`src/rtl/byte_assembler.sv`:
```
// Serial-to-byte assembler: writes strobed bits into a byte register at the FSM's
// bit index and queues each completed byte into a small valid/ready FIFO.
module byte_assembler #(
  parameter int DEPTH = 2,
  parameter int LW    = $clog2(DEPTH) + 1
) (
  input  logic          sys_clk,
  input  logic          sys_rst_n,
  input  logic          strobe,
  input  logic          active,
  input  logic [2:0]    bitno,
  input  logic          din,
  output logic [7:0]    out_data,
  output logic          out_valid,
  input  logic          out_ready,
  output logic [LW-1:0] level,
  output logic          overrun,
  input  logic          overrun_clr
);

  localparam int PW = $clog2(DEPTH);

  logic [7:0]            shreg;
  logic [DEPTH-1:0][7:0] mem;
  logic [PW-1:0]         wptr, rptr, rptr_n;
  logic [LW-1:0]         level_n;
  logic [7:0]            byte_in, head_n;
  logic                  samp, push, pop, accept;

  always_comb begin
    samp    = strobe & active;
    push    = samp & (bitno == 3'd7);
    byte_in = {din, shreg[6:0]};
    pop     = out_valid & out_ready;
    accept  = push & ((level < LW'(DEPTH)) | pop);
    rptr_n  = pop ? rptr + PW'(1) : rptr;
    level_n = level;
    if (accept & ~pop)      level_n = level + LW'(1);
    else if (~accept & pop) level_n = level - LW'(1);
    // A byte pushed into a FIFO that is empty after this cycle's pop becomes the head
    // directly, since it is not yet readable from mem.
    head_n = (accept && level_n == LW'(1)) ? byte_in : mem[rptr_n];
  end

  always_ff @(posedge sys_clk) begin
    if (accept) mem[wptr] <= byte_in;
  end

  always_ff @(posedge sys_clk) begin
    if (!sys_rst_n) begin
      shreg     <= '0;
      wptr      <= '0;
      rptr      <= '0;
      level     <= '0;
      out_valid <= 1'b0;
      out_data  <= '0;
      overrun   <= 1'b0;
    end else begin
      if (samp)   shreg[bitno] <= din;
      if (accept) wptr <= wptr + PW'(1);
      rptr      <= rptr_n;
      level     <= level_n;
      out_valid <= (level_n != '0);
      out_data  <= head_n;
      if (push & ~accept)   overrun <= 1'b1;
      else if (overrun_clr) overrun <= 1'b0;
    end
  end

endmodule

```
`config.mk`:
```
export PLATFORM = sky130hd
export DESIGN_NAME = byte_assembler
export DESIGN_NICKNAME = d
export VERILOG_FILES = /design/src/rtl/byte_assembler.sv
export SDC_FILE = /design/constraint.sdc
export NUM_CORES = 1
export LEC_CHECK = 0
export CAP_MARGIN = 20
export CORE_UTILIZATION = 43
export DETAILED_ROUTE_END_ITERATION = 8
export MAX_ROUTING_LAYER = met4
export PLACE_DENSITY = 0.67
export SLEW_MARGIN = 20
export SYNTH_ARGS = -nofsm -noshare
export SYNTH_HDL_FRONTEND = slang
export SYNTH_SLANG_ARGS = --single-unit
```
`constraint.sdc`:
```
create_clock -name sys_clk -period 1.9 [get_ports sys_clk]
set_clock_uncertainty 0.2 [all_clocks]
set_input_delay 0.38 -clock sys_clk [delete_from_list [all_inputs] [get_ports sys_clk]]
set_output_delay 0.38 -clock sys_clk [all_outputs]
set_load 0.03 [all_outputs]
```
# After elaboration in Yosys (flattened, before gate mapping)
# Index checks and enable logic that the tools add are counted.
# word_totals
reg_bits	38
input_bits	10
output_inout_bits	12
elab_cells	50
# classes
add_sub_neg	4
order_cmp	6
n_eq_ne	2
n_mux	14
bitwise_logic	10
n_reduce_logical	5
# op_table
cell	n
two-way mux 8 bit	4
bitwise mux 16 bit	1
bitwise mux 8 bit	1
demux 8 bit (select 1 bit)	1
AND 1 bit	7
less-than comparator 1 x 2 -> 1 bit, second input constant	2
less-than comparator 3 x 4 -> 1 bit, second input constant	1
two-way mux 1 bit	4
two-way mux 2 bit	2
nonzero test 2 bit	2
demux 1 bit (select 3 bit)	1
== test 3 bit, second input constant	1
>= comparator 3 x 1 -> 1 bit, second input constant	1
logical AND 1 bit	3
adder 1 bit, second input constant	2
adder 2 x 1 -> 2 bit, second input constant	1
== test 2 x 1 -> 1 bit, second input constant	1
less-than comparator 2 bit, second input constant	1
inverter 1 bit	2
subtractor 2 x 1 -> 2 bit, second input constant	1
>= comparator 1 bit, second input constant	1
bitwise OR 1 bit	1

# Depth between registers and ports, before layout
# logic_depth
ltp_word	10
ltp_mapped	5

# Least setup slack after synthesis
# Ideal clock, no wire load.
# synth_timing
kind	reg-to-reg
from	register out_valid
to	register mem[0] (netlist name) (enable)
t_arrival_ns	1.448
t_required_ns	1.327
path_slack_ns	-0.121
stages_incl_launch_ff	4
n_path_buf	0
synth_period_minus_slack_ns	2.021
cell_sequence	dfxtp_1 > nand2_1 > a211oi_2 > nor2b_1
# synth_via
elab_chain_len	3
# synth_lines
element	line_no	source
from (decl)	14	output logic out_valid,
from (signal assigned)	63	out_valid <= (level_n != '0);
AND 1 bit	34	pop = out_valid & out_ready;
bitwise OR 1 bit	35	accept = push & ((level < LW'(DEPTH)) | pop);
AND 1 bit	35	
to (signal, indexed assignment)	46	if (accept) mem[wptr] <= byte_in;
to (decl)	24	logic [DEPTH-1:0][7:0] mem;
# Every way passes these cells.
# A chain may end at the register's enable or synchronous reset.

# Final worst setup path
# layout_timing
from	input port bitno[0]
to	register mem[2] (netlist name) (enable)
# layout_via
elab_chain_len	3
# layout_lines
element	line_no	source
from (decl)	11	input logic [2:0] bitno,
== test 3 bit	32	push = samp & (bitno == 3'd7);
AND 1 bit	32	
AND 1 bit	35	
# Every way passes these cells.

==> metrics.cfg <==
[synthesis]
ys_ff_latch=37
postSynth.topFlopCell=dfxtp_1
syn-num-nets=134
synth.avg_cell_area_um2=11.8
synth_cell_types=29
syn-instance-count=124
ys_async_sr_fraction_pct=0
synth_edf_count=16
yosysSeqAreaShare_pct=61.8
syn_area_um2=1460
yosysWarnings=0

[critical_path]
startpoint_type=input pin
path_buf_inv=2
cp_slowest_cell=clkdlybuf4s50_1
crit_fanout=5
reg2reg_to=mem[2]
cpLargestDelayFamily=buffers and inverters
crit_chain=clkdlybuf4s50_1 > nand3_1 > a211oi_2 > nor2b_2 > buf_4
timing.rr.start=out_valid
critPathMaxStageDelay_ps=510
rr_worst_depth=4
critical_path_class=input pin to flip-flop
worstPathArrival_ps=1660
rrSetupSlack_ps=230
endpoint_kind=flip-flop
required_ps=1750

[cts]
clock_latency_ps=320
cts-hold-fix-buffers=0
cts_tree=done
h-tree-depth=2
root_buffer=clkbuf_4
path_clk_slew_ps=100
post_cts_buffers=0
cts_buffers=5
cts_num_sinks=37
clk_path_buf_depth=2

[floorplanning]
pin_count=22
die_area_um2=3630
die_w_um=60.2
placementRows=20
core_area_um2=3130
start_util_pct=46.6
die_h_um=60.2

[timing]
worst_slew_pin_slew_ps=443
fin_crit_sh_pct=95.0
rsz0062_at_grt=no
slew_headroom_pct=70.4
setup_viol=0
tns_ps=0
clock.fmax_mhz=554
hold_viol=0
period_needed_ps=1810
maxSlewViolCount=0

[drt]
drt_iter0_drc=33
drcViolationCount=0
postRouteAntennaNets=0
routedWlPerCell_um=13.0
avgViaCountPerCell=4.92
vias=1053
wl_mm=2.79
dr.pass1.iters=4

[power]
power.density_nw_per_um2=725
vdd_ir_drop_max_v=0.000441
leakagePower_nw=0.897

[place]
place_congestion=0.745
dpl_cell_area_um2=1870
port_buffers=21
dp.final_hpwl_mm=2.09

[run]
cap_violations=0

[status]
status=complete, no violations

[hold_path]
hold_depth=0
hold_start=shreg[6]
worst_hold_path_type=flip-flop to flip-flop
min_to=mem[6]

[global_routing]
grt_usage_pct=18.6
antenna_found_initial=0
globalRouteOverflowTotal=0
grt_pass1_wl_mm=4.77
grt_pass1_vias=1097
grt_max_degree=16

[layout]
fin_nets=179
drive_gt1_share_pct=18.2
finalInstanceArea_um2=1930
diodes=0
utilization_pct=61.8
final_common_cell=dfxtp_1
syn_to_final_growth_pct=32.6
final_cell_mix=dfxtp_1, buf_4, edfxtp_1, nor2_1, mux2i_1

==> synth_stat cells, types with 5 or more instances <==
library cell,instances,area share (%)
o21ai_0,12,4.1
nor3_1,5,1.7
a21oi_1,12,4.1
nand2_1,5,1.3
dfxtp_1,21,29
mux2i_1,13,8.9
edfxtp_1,16,33
nor2_1,14,3.6
==> registers in the layout, summed over array words and instances (netlist names) <==
register   flops
overrun        1
rptr           1
mem           16
level          2
shreg          7
out_valid      1
wptr           1
out_data       8
==> cell families after synthesis <==
| kind of cell | after synthesis | synth area share [%] |
|---|---|---|
| AND/OR/NAND/NOR | 37 | 13.3 |
| AO/OA/AOI/OAI | 30 | 11.9 |
| multiplexers | 13 | 8.93 |
| XOR/XNOR | 2 | 2.49 |
| buffers and inverters | 5 | 1.55 |
| flip-flops | 37 | 61.8 |
==> per-layer routing <==
layer | global-route usage, % | share of wire (%)
met4 | 6.64 | 1.2
met1 | 22.7 | 46
met2 | 30.3 | 48
met3 | 3.90 | 5.0
met5 | - | 0
==> repair_timing <==
| action | 4_1_cts | 5_1_grt |
|---|---|---|
| pin swaps | 0 | 0 |
| endpoints found under the setup margin | 5 | 7 |
| resized for setup | 5 | 7 |
| gates cloned | 0 | 0 |
==> through the flow <==
stage	instances	setup WS (ps)	hold slack (ps)	total power, W
after global routing	214	17.1	305	0.00147
final	214	94.2	294	0.00140
after detailed placement	206	-235	265	0.00105
after CTS	214	0.893	286	0.00142
after floorplan	124	33.3	236	0.000963
after global placement	206	-222	263	0.00105
==> where the power goes <==
group / switching (W) / internal, W
clock network: 0.000233 / 0.000142
logic: 0.0000891 / 0.0000864
registers: 0.0000115 / 0.000839
==> worst max path at each step <==
stage,startpoint,to,slack (ps),cells past startpoint
2_1_floorplan,out_valid,mem[0],30,3
3_3_place_gp,strobe,mem[14],-220,5
3_5_place_dp,strobe,mem[2],-230,5
4_1_cts,out_data[7],out_data[7],0.9,1
5_1_grt,bitno[0],mem[1],20,5
6_report,bitno[0],mem[2],90,5
==> layout make-up <==
class / instances / area, um^2
tap: 44 / 55.1
clock inverter: 1 / 3.75
sequential: 37 / 901
clock buffer: 7 / 45.0
multi-input combinational: 82 / 537
fill: 272 / 1190
inverter: 2 / 7.51
timing repair buffer: 41 / 384
No activity file was read; power rests on OpenSTA's default activity.
==> variant: new RTL, config.mk and constraints unchanged <==
Reset style: asynchronous (`sys_rst_n`), changed in one clocked block.
--- a/src/rtl/byte_assembler.sv
+++ b/src/rtl/byte_assembler.sv
@@ -48,3 +48,3 @@
 
-  always_ff @(posedge sys_clk) begin
+  always_ff @(posedge sys_clk or negedge sys_rst_n) begin
     if (!sys_rst_n) begin
Behaviour: differs if sys_rst_n is asserted again (counterexample within 4 cycles, from zero or initial values and one cycle with sys_rst_n low); with sys_rst_n held inactive, the same outputs for 4 cycles.
==> variant against the unedited design <==
Non-clock buffer count shrank 5; synthesized area grew 5.2%; first-iteration DRC count down 30%; synthesized cell count fell by 15%; setup slack improved by 0.013 ns; wire length decreased by 11%; sequential cell count unchanged; register-to-register slack better by 0.10 ns; cell area up 4.3%; die area is 5.1% higher; critical path depth down 4; largest cell class unchanged.
Power is not compared: it rests on default switching activity, and its combinational part moved more than twofold at a synthesized area within 25%.
==> variant: results (changes against the unedited design) <==
| Metric | Value |
|---|---|
| Max Root-Sink Buffers | 2 (unchanged) |
| Post-synthesis xor/xnor area fraction | 2.94% (+0.45 points) |
| Sequential share of the synthesized area | 65.6% (+3.8 points) |
| Distinct cell type count after synthesis | 31 (+6.9%) |
| Largest net degree at the start of global routing | 22 (+6) |
| Switching power total | 869 uW |
| Grt ovf | 0 (unchanged) |
| Post-synthesis adder-cell area fraction | 0% (unchanged) |
| CP max stage delay | 0.45 ns (-0.06 ns) |
| Worst path arrival time | 1.21 ns (-0.45 ns) |
| Initial DRC Count | 23 (-30%) |
| Min-Delay Path Class | primary input to asynchronous set/reset pin |
| Clk network pwr share | 24.4% |
| Clock transition at the registers of the reported paths | roughly 0.11 ns |
| Max H-tree Level | 2 (unchanged) |
| Worst path top cell family by delay | flip-flops |
| Skew-Pair Late Insertion Delay | 0.34 ns (+0.02 ns) |
| Finished Layout Cells | 195 (-8.9%) |
| Fmax | 558 MHz (+0.70%) |
| Antenna Cells | 0 (unchanged) |
| Final HPWL DP | 1.77 mm (-15%) |
| VDD IR-drop max | 0.000745 V |
| P_leak | roughly 0.00082 uW |
| Tot GR Track Use | 17.2% (-1.4 points) |
| FF-to-FF setup slack | 0.33 ns (+0.10 ns) |
| Pre-antenna DRT Iters | 4 (unchanged) |
| Dpl cell area | 1930 um2 (+2.9%) |
| Post-Place Setup Slack | -0.203 ns (+0.0321 ns) |
| Placer Congestion | 0.736 (-1.2%) |
| Synth cell count leaders | 21 x dfrtp_1, 16 x edfxtp_1, 11 x nand2_1, 9 x mux2i_1, 8 x o21ai_1 |
| Gate count of the mapped netlist | 106 (-15%) |
| Crit path capture | level[0] |
| Area contributors post-synth | dfrtp_1 34%, edfxtp_1 31%, mux2i_1 5.9%, mux2_2 5.1%, nand2_1 2.7% |
| Reg2reg start | out_valid$_DFF_PN0_ |
| Mux contribution to synthesized area | 11.0% (+2.1 points) |
| Comb pwr share | about a third |
| Crit path max-delay cell type | dfrtp_1 |
| Hold Slack | 0.170 ns (-0.125 ns) |
| Post-synth EDFFs | 16 (unchanged) |
| Worst Path Max Fanout | 6 (+1) |
| Initial antenna violation count | 0 (unchanged) |
| Post-synthesis compound-gate area fraction | 4.98% (-7.0 points) |
| Share of post-route cells with drive strength above 1 | 27.5% (+9.3 points) |
| Worst slew pin tran | 0.315 ns (-0.128 ns) |
| Syn Nets | 116 (-13%) |
| Yosys warnings | 0 (unchanged) |
| First-pass GRT wire length | 4.30 mm (-9.8%) |
| Routed via count | 928 (-12%) |
| Root Buffer | clkbuf_4 |
| Outcome | completed |
| Fraction of registers with async set/reset | 56.8% (+57 points) |
| Fill cell count | 290 (+6.6%) |
| # nets final | 158 (-12%) |
| Commonest non-fill, non-tap cell in the layout | dfrtp_1 |
| Crit path launch | level[0]$_DFF_PN0_ |
| WL per Instance | 12.7 um (-2.8%) |
| Placed Cells incl. Taps | 187 (-9.2%) |
| R2r endpoint | level[0]$_DFF_PN0_ |
| Vias in the first global route | 935 (-15%) |
==> variant: changes by cell type in the layout (fill, tap and decap cells not counted), moves of 8 or more <==
cell / change
o21ai_0: -12
a21oi_1: -12
dfrtp_1: +21
o21ai_1: +8
dfxtp_1: -21
==> variant: layout make-up <==
class | instances | area [um2] | share of cell area, %
Clock buffer | 5 | 37.5 | 1.86
Tap cell | 46 | 57.6 | 2.86
Clock inverter | 3 | 65.1 | 3.23
Multi-Input combinational cell | 66 | 509 | 25.3
Sequential cell | 37 | 1010 | 49.9
Timing Repair Buffer | 36 | 333 | 16.5
Inverter | 2 | 7.51 | 0.372
==> variant: metal layers <==
metal,routed length (um),vias to the layer above,GRT usage [%]
li1,-,466,-
met1,1130,439,19.6
met2,1190,18,26.7
met3,103,5,7.45
met4,46,0,6.67
met5,0,-,-
==> variant: repair_timing <==
action / 4_1_cts / 5_1_grt
endpoints found under the setup margin: 12 / 0
hold buffers: 0 / 0
gates resized for setup: 12 / 0
